**src/rtl/alu_mc_sequencer.sv**
```systemverilog
// Issue/collect sequencer for the ALU's multi-cycle units (mul, div, mod).
// Accepts one op, launches the selected unit, waits for its done (with a
// timeout guard) and holds the captured result until the consumer takes it.
//
// state   | meaning
// --------+----------------------------------------------------------
// IDLE    | ready for a new request
// LAUNCH  | one-cycle start pulse to the selected unit, counter cleared
// WAIT    | waiting for the selected unit's done, counting towards timeout
// RESP    | response held on the rsp_* port until rsp_ready
module alu_mc_sequencer #(
    parameter int WIDTH       = 16,
    parameter int TIMEOUT_CYC = 40,
    parameter int CNT_W       = 6
) (
    input  logic               clk,
    input  logic               rst,
    input  logic               req_valid,
    output logic               req_ready,
    input  logic [1:0]         req_op,
    input  logic [WIDTH-1:0]   req_a,
    input  logic [WIDTH-1:0]   req_b,
    output logic [WIDTH-1:0]   unit_a,
    output logic [WIDTH-1:0]   unit_b,
    output logic [2:0]         unit_start,
    input  logic [2:0]         unit_done,
    input  logic [3*WIDTH-1:0] unit_res,
    input  logic [11:0]        unit_flg,
    output logic               rsp_valid,
    input  logic               rsp_ready,
    output logic [WIDTH-1:0]   rsp_result,
    output logic [3:0]         rsp_flags,
    output logic               rsp_err,
    output logic               busy
);

    typedef enum logic [1:0] {
        S_IDLE   = 2'd0,
        S_LAUNCH = 2'd1,
        S_WAIT   = 2'd2,
        S_RESP   = 2'd3
    } state_t;

    localparam logic [1:0] OP_RSVD   = 2'b11;
    localparam logic [3:0] FLG_ABORT = 4'b0001;

    state_t             state_q, state_d;
    logic [1:0]         op_q, op_d;
    logic [WIDTH-1:0]   a_q, a_d;
    logic [WIDTH-1:0]   b_q, b_d;
    logic [CNT_W-1:0]   cnt_q, cnt_d;
    logic [WIDTH-1:0]   res_q, res_d;
    logic [3:0]         flg_q, flg_d;
    logic               err_q, err_d;

    logic               sel_done;
    logic [WIDTH-1:0]   sel_res;
    logic [3:0]         sel_flg;
    logic               timeout;

    // Pick the done/result/flag slice of the unit that owns the current op.
    always_comb begin
        sel_done = 1'b0;
        sel_res  = '0;
        sel_flg  = '0;
        case (op_q)
            2'b00: begin
                sel_done = unit_done[0];
                sel_res  = unit_res[0*WIDTH +: WIDTH];
                sel_flg  = unit_flg[3:0];
            end
            2'b01: begin
                sel_done = unit_done[1];
                sel_res  = unit_res[1*WIDTH +: WIDTH];
                sel_flg  = unit_flg[7:4];
            end
            2'b10: begin
                sel_done = unit_done[2];
                sel_res  = unit_res[2*WIDTH +: WIDTH];
                sel_flg  = unit_flg[11:8];
            end
            default: begin
                sel_done = 1'b0;
                sel_res  = '0;
                sel_flg  = '0;
            end
        endcase
    end

    // The counter holds the number of WAIT cycles already spent, so the
    // last permitted WAIT cycle is the one where it reads TIMEOUT_CYC-1.
    assign timeout = (cnt_q == CNT_W'(TIMEOUT_CYC - 1));

    // Next-state and capture logic.
    always_comb begin
        state_d = state_q;
        op_d    = op_q;
        a_d     = a_q;
        b_d     = b_q;
        cnt_d   = cnt_q;
        res_d   = res_q;
        flg_d   = flg_q;
        err_d   = err_q;
        case (state_q)
            S_IDLE: begin
                if (req_valid) begin
                    op_d = req_op;
                    a_d  = req_a;
                    b_d  = req_b;
                    if (req_op == OP_RSVD) begin
                        res_d   = '0;
                        flg_d   = FLG_ABORT;
                        err_d   = 1'b1;
                        state_d = S_RESP;
                    end else begin
                        state_d = S_LAUNCH;
                    end
                end
            end
            S_LAUNCH: begin
                // A done still high from the previous op is not looked at here.
                cnt_d   = '0;
                state_d = S_WAIT;
            end
            S_WAIT: begin
                cnt_d = cnt_q + CNT_W'(1);
                if (sel_done) begin
                    res_d   = sel_res;
                    flg_d   = sel_flg;
                    err_d   = 1'b0;
                    state_d = S_RESP;
                end else if (timeout) begin
                    res_d   = '0;
                    flg_d   = FLG_ABORT;
                    err_d   = 1'b1;
                    state_d = S_RESP;
                end
            end
            S_RESP: begin
                if (rsp_ready) begin
                    state_d = S_IDLE;
                end
            end
            default: begin
                state_d = S_IDLE;
            end
        endcase
    end

    // State and datapath registers.
    always_ff @(posedge clk or posedge rst) begin
        if (rst) begin
            state_q <= S_IDLE;
            op_q    <= '0;
            a_q     <= '0;
            b_q     <= '0;
            cnt_q   <= '0;
            res_q   <= '0;
            flg_q   <= '0;
            err_q   <= 1'b0;
        end else begin
            state_q <= state_d;
            op_q    <= op_d;
            a_q     <= a_d;
            b_q     <= b_d;
            cnt_q   <= cnt_d;
            res_q   <= res_d;
            flg_q   <= flg_d;
            err_q   <= err_d;
        end
    end

    // Start pulse decoded from the state register so a reset drops it at once.
    always_comb begin
        unit_start = 3'b000;
        if (state_q == S_LAUNCH) begin
            case (op_q)
                2'b00:   unit_start = 3'b001;
                2'b01:   unit_start = 3'b010;
                2'b10:   unit_start = 3'b100;
                default: unit_start = 3'b000;
            endcase
        end
    end

    assign req_ready  = (state_q == S_IDLE);
    assign busy       = (state_q != S_IDLE);
    assign rsp_valid  = (state_q == S_RESP);
    assign unit_a     = a_q;
    assign unit_b     = b_q;
    assign rsp_result = res_q;
    assign rsp_flags  = flg_q;
    assign rsp_err    = err_q;

endmodule

```
**config.mk**
```make
export PLATFORM = sky130hd
export DESIGN_NAME = alu_mc_sequencer
export DESIGN_NICKNAME = d
export VERILOG_FILES = /design/src/rtl/alu_mc_sequencer.sv
export SDC_FILE = /design/constraint.sdc
export NUM_CORES = 1
export LEC_CHECK = 0
export CORE_UTILIZATION = 45
export DETAILED_ROUTE_END_ITERATION = 8
export DONT_BUFFER_PORTS = 1
export GPL_TIMING_DRIVEN = 0
export PLACE_DENSITY_LB_ADDON = 0.25
export SETUP_SLACK_MARGIN = 0.5
export SYNTH_ARGS = -nofsm -noshare
export SYNTH_HDL_FRONTEND = slang
export SYNTH_SLANG_ARGS = --single-unit
```
**constraint.sdc**
```tcl
create_clock -name clk -period 4.4 [get_ports clk]
set_input_delay 0.66 -clock clk [delete_from_list [all_inputs] [get_ports clk]]
set_output_delay 0.66 -clock clk [all_outputs]
set_load 0.02 [all_outputs]
```
## Word level (Yosys, flattened, before mapping)

Cells that the tools add are included.

- Register bits: 63
- Output and inout port bits: 59

- $add $sub $neg: 1
- Eq/ne operators: 11
- Mux-type cells: 27
- Reduce and logical (&&, ||, !) cells: 8

Operator list:

| operator | count |
|---|---|
| $mux W16 | 4 |
| $pmux W16 S3 | 1 |
| $pmux W16 S2 | 1 |
| $mux W4 | 4 |
| $pmux W4 S3 | 1 |
| $pmux W6 S2 | 1 |
| $mux W2 | 5 |
| $pmux W3 S3 | 1 |
| $eq A2 B2 Y1 const B | 4 |
| $pmux W2 S4 | 1 |
| $pmux W4 S2 | 1 |
| $add A6 B1 Y6 const B | 1 |
| $eq A6 B6 Y1 const B | 1 |
| $reduce_bool A2 Y1 | 3 |
| $eq A2 B1 Y1 const B | 2 |
| $logic_not A2 Y1 | 2 |
| $mux W1 | 4 |
| $ne A2 B1 Y1 const B | 2 |
| $reduce_and A4 Y1 | 1 |
| $mux W3 | 1 |
| $ne A3 B3 Y1 const B | 1 |
| $pmux W1 S3 | 1 |
| $reduce_and A3 Y1 | 1 |
| $ne A2 B2 Y1 const B | 1 |
| other kinds (2) | 2 |

## Logic depth before layout (Yosys ltp)

- Depth after elaboration: 4
- Gate-level depth with buffers: 8

## Worst setup path before layout

Ideal clock, no wire load.

- Kind: register to output
- From: register op_q[0]
- To: output port unit_start[0]
- Data arrival time: 1.261 ns
- Required time: 3.740 ns
- Setup slack: 2.479 ns
- Stages on the path, launching flop included: 4
- Path buffers: 2
- Cells stage by stage: dfrtp_1 buf_2 clkbuf_1 nor3b_1

- Longest elaborated chain between the ends: 3
- Elaborated cells between the ends (all ways): 5

RTL lines:

| what | RTL line | source |
|---|---|---|
| start: declaration | 48 | `logic [1:0] op_q, op_d;` |
| start signal: assignment | 163 | `op_q <= op_d;` |
| $eq A2 B2 Y1, or another cell as far along | 177 | `case (op_q)` |
| $pmux W3 S3 * | 177 |  |
| $mux W3 * | 176 | `if (state_q == S_LAUNCH) begin` |
| end: declaration | 25 | `output logic [2:0] unit_start,` |

Every way passes the cells marked *; elsewhere a longest branch is shown, timed or not.

## Final worst setup path

Ends and elaborated chain as after synthesis.

==> results.py <==
metrics = {
    "outcome": {
        "outcome": "complete, no violations",
    },
    "global_route": {
        "grt_pass1_wl_um": 11570,
        "overflow": 0,
        "grt_pass1_vias": 2339,
        "grt_max_degree": 38,
        "grt_use_total_pct": 20.04,
        "antenna_found_initial": 0,
    },
    "layout": {
        "final_cell_area_um2": 3679,
        "nets": 410,
        "num_antenna_cells": 0,
        "stdcell_count": 405,
        "seq_area_um2": 1577,
        "fillers": 639,
        "drive_gt1_share_pct": 27.51,
        "syn_to_final_growth_pct": 11.15,
        "multi_input_area_um2": 1573,
    },
    "synthesis": {
        "yosysUniqueCellTypes": 37,
        "synthArstFlopShare_pct": 100.0,
        "yosysWarnings": 0,
        "syn_area_per_cell_um2": 11.33,
        "synthMostInstantiatedCell": "dfrtp_1",
        "synthCells": 292,
        "synth_compound_area_share_pct": 16.22,
        "ys_seq_area_share_pct": 47.64,
        "synth_common_cells": "63 x dfrtp_1, 34 x mux2_2, 34 x nand2_1",
        "synth_seq_cells": 63,
        "synth-simple-area-share_pct": 10.51,
        "muxShareOfSynthArea_pct": 18.64,
        "synthTopCellsByArea": "dfrtp_1 48%, mux2_2 12%, mux2i_1 6.0%",
        "synth-adder-area-share_pct": 1.890,
        "synth-edff-count": 0,
        "synth_top_family_by_area": "multiplexers",
        "synth_top_area_share_pct": 47.64,
        "yosys.area_share.xor_xnor_pct": 0.2647,
        "synthFlopType": "dfrtp_1",
        "synth_area_um2": 3309,
        "synth_top_area_cell": "dfrtp_1",
        "syn-num-nets": 398,
    },
    "cts": {
        "tritoncts": "yes",
        "cts.reportedPaths.clkPinSlew_ns": 0.08,
        "numClockSinks": 63,
        "ctsHoldBuffers": 0,
        "htree_num_levels": 3,
        "post_cts_buffers": 0,
        "numCtsBuffers": 9,
        "clk_latency_ns": 0.33,
        "clockBufferDepth": 2,
        "cts_root_buffer": "clkbuf_8",
        "cts_resized": 0,
    },
    "setup_path": {
        "worst-r2r-setup-slack_ns": 2.07,
        "worst_path_largest_cell_delay_ns": 0.64,
        "crit_chain": "buf_2, clkbuf_1, nor3b_1",
        "endpoint": "unit_start[0]",
        "slowest_stage": "nor3b_1",
        "criticalPathCategory": "reg2out",
        "worstPathArrival_ns": 1.78,
        "critPathRequiredTime_ns": 3.74,
        "critPathMaxFanout": 10,
        "r2r-end": "rsp_result[12]",
        "endpoint_kind": "output pin",
        "crit_path_start_kind": "register",
        "reg2reg_depth": 7,
        "crit_start": "op_q[0]",
        "r2r_start": "state_q[0]",
    },
    "placement": {
        "hpwlAfterDp_um": 5481,
        "port_buffers": 0,
        "post-place-cells": 389,
        "gp_congestion": 0.7622,
        "place_area_um2": 3450,
    },
    "detailed_routing": {
        "vias": 2332,
        "drtIter0Drc": 105,
        "via_per_inst": 5.758,
        "route.detailed.drc": 0,
        "post_drt_wl_per_cell_um": 18.45,
        "drtPass1Iterations": 5,
        "wl_um": 7473,
        "ant_nets": 0,
    },
    "pwr": {
        "p_int_mw": 1.682,
        "p_per_area_nw_per_um2": 832.9,
        "p_clk_share_pct": 18.9,
        "p_leak_nw": 1.558,
        "combPwrFrac_pct": 37.8,
        "switching_share_pct": 45.12,
        "seqPwrFrac_pct": 43.3,
        "vdd_drop_max_mv": 0.4084,
        "p_sw_mw": 1.382,
    },
    "sta": {
        "fin_crit_ns": 2.438,
        "tightest_slew_ns": 0.6874,
        "setup_viol": 0,
        "fin_crit_sh_pct": 55.40,
        "hold_viol_final": 0,
        "maxSlewHeadroom_pct": 54.07,
        "rsz0062_at_grt": "no",
        "finClkSkew_ns": 0.01402,
        "setup_tns_ns": 0,
        "max_clock_freq_mhz": 410.2,
        "slew_viol_final": 0,
    },
    "floorplan": {
        "rows": 30,
        "die_area_um2": 7701,
        "core_area_um2": 6944,
        "die_h_um": 87.76,
        "io_pins": 160,
        "initial_core_util_pct": 47.66,
        "fp.dieW_um": 87.76,
    },
    "flow_run": {
        "drv_cap": 0,
    },
    "worst_hold_path": {
        "hp-class": "in2async",
    },
}
-- critical path, delay by kind of cell, from the launching register on --
kind / cells / cell delay, ns
buffers and inverters: 2 / 0.46
flip-flops: 1 / 0.36
AND/OR/NAND/NOR: 1 / 0.64
-- cell type report --
cell class / instances / share of cell area (%)
timing repair buffer: 1 / 0.5442
tap: 96 / 3.265
inverter: 15 / 1.531
multi-input combinational: 194 / 42.76
clock inverter: 6 / 2.483
buffer: 20 / 2.823
sequential: 63 / 42.86
clock buffer: 10 / 3.741
-- registers in the layout (all words and copies together), names as in the netlist --
name        cells
cnt_q           6
rsp_err         1
rsp_flags       4
unit_b         16
unit_a         16
op_q            2
state_q         2
rsp_result     16
-- worst min path at each step --
stage,end,slack [ns],cells after the start
floorplan,state_q[1],0.51,1
global placement,state_q[1],0.54,1
detailed placement,state_q[1],0.57,1
CTS,unit_b[13],0.27,1
global route,unit_b[13],0.29,1
finish,unit_b[13],0.26,1
-- cells in the final DEF, fill, tap and decap left out, drive strengths merged --
cell	Yosys	layout
dfrtp	63	63
nand2	36	36
mux2	35	35
mux2i	21	21
clkbuf	7	17
nand4	16	16
inv	15	16
o2bb2ai	15	15
buf	13	14
o211ai	14	14
a21oi	10	10
nor2	8	8
o22ai	8	8
o21ai	7	7
ha	5	5
nand3	4	4
clkinvlp	0	3
a41oi	2	2
o22a	2	2
nor3b	2	2
bufinv	0	2
a2bb2oi	2	2
and2b	1	1
o32a	1	1
and3b	1	1
or3	1	1
nor2b	1	1
nand3b	1	1
xor2	1	1
-- routing by layer --
metal  global-route usage (%)  vias up  part of all wire (%)
met5                        0        -                     0
met4                    6.557        0                   1.4
met3                    7.729       10                   8.1
met2                    31.01      108                    49
met1                    25.86     1133                    42
li1                         -     1081                     -
-- cells by family (layout without fill, tap and decap cells) --
| logic type | count (synthesis) | in the layout |
|---|---|---|
| mux | 56 | 56 |
| fa+ha+maj | 5 | 5 |
| simple gates | 71 | 71 |
| flops | 63 | 63 |
| buf+inv | 35 | 52 |
| compound gates | 61 | 61 |
| xor+xnor | 1 | 1 |
-- power by group through the flow --
stage               registers, mW  logic (mW)  clock network, mW
finish                       1.33        1.16              0.579
global placement             1.33        1.13                  0
global route                 1.36        1.29              0.618
CTS                          1.33        1.17              0.588
detailed placement           1.34        1.16                  0
floorplan                    1.28       0.957                  0
-- per-stage QoR --
step           utilization [%]  hold slack, ns  power [mW]  setup slack, ns
2_1_floorplan                -          0.5116       2.236            2.170
3_3_place_gp             49.39          0.5409       2.467            1.460
3_5_place_dp             49.68          0.5669       2.502            2.064
4_1_cts                  52.97          0.2712       3.086            1.927
5_1_grt                  52.97          0.2882       3.268            1.800
6_report                 52.97          0.2616       3.064            1.962
Note: power is estimated with default switching activity, not from simulation.
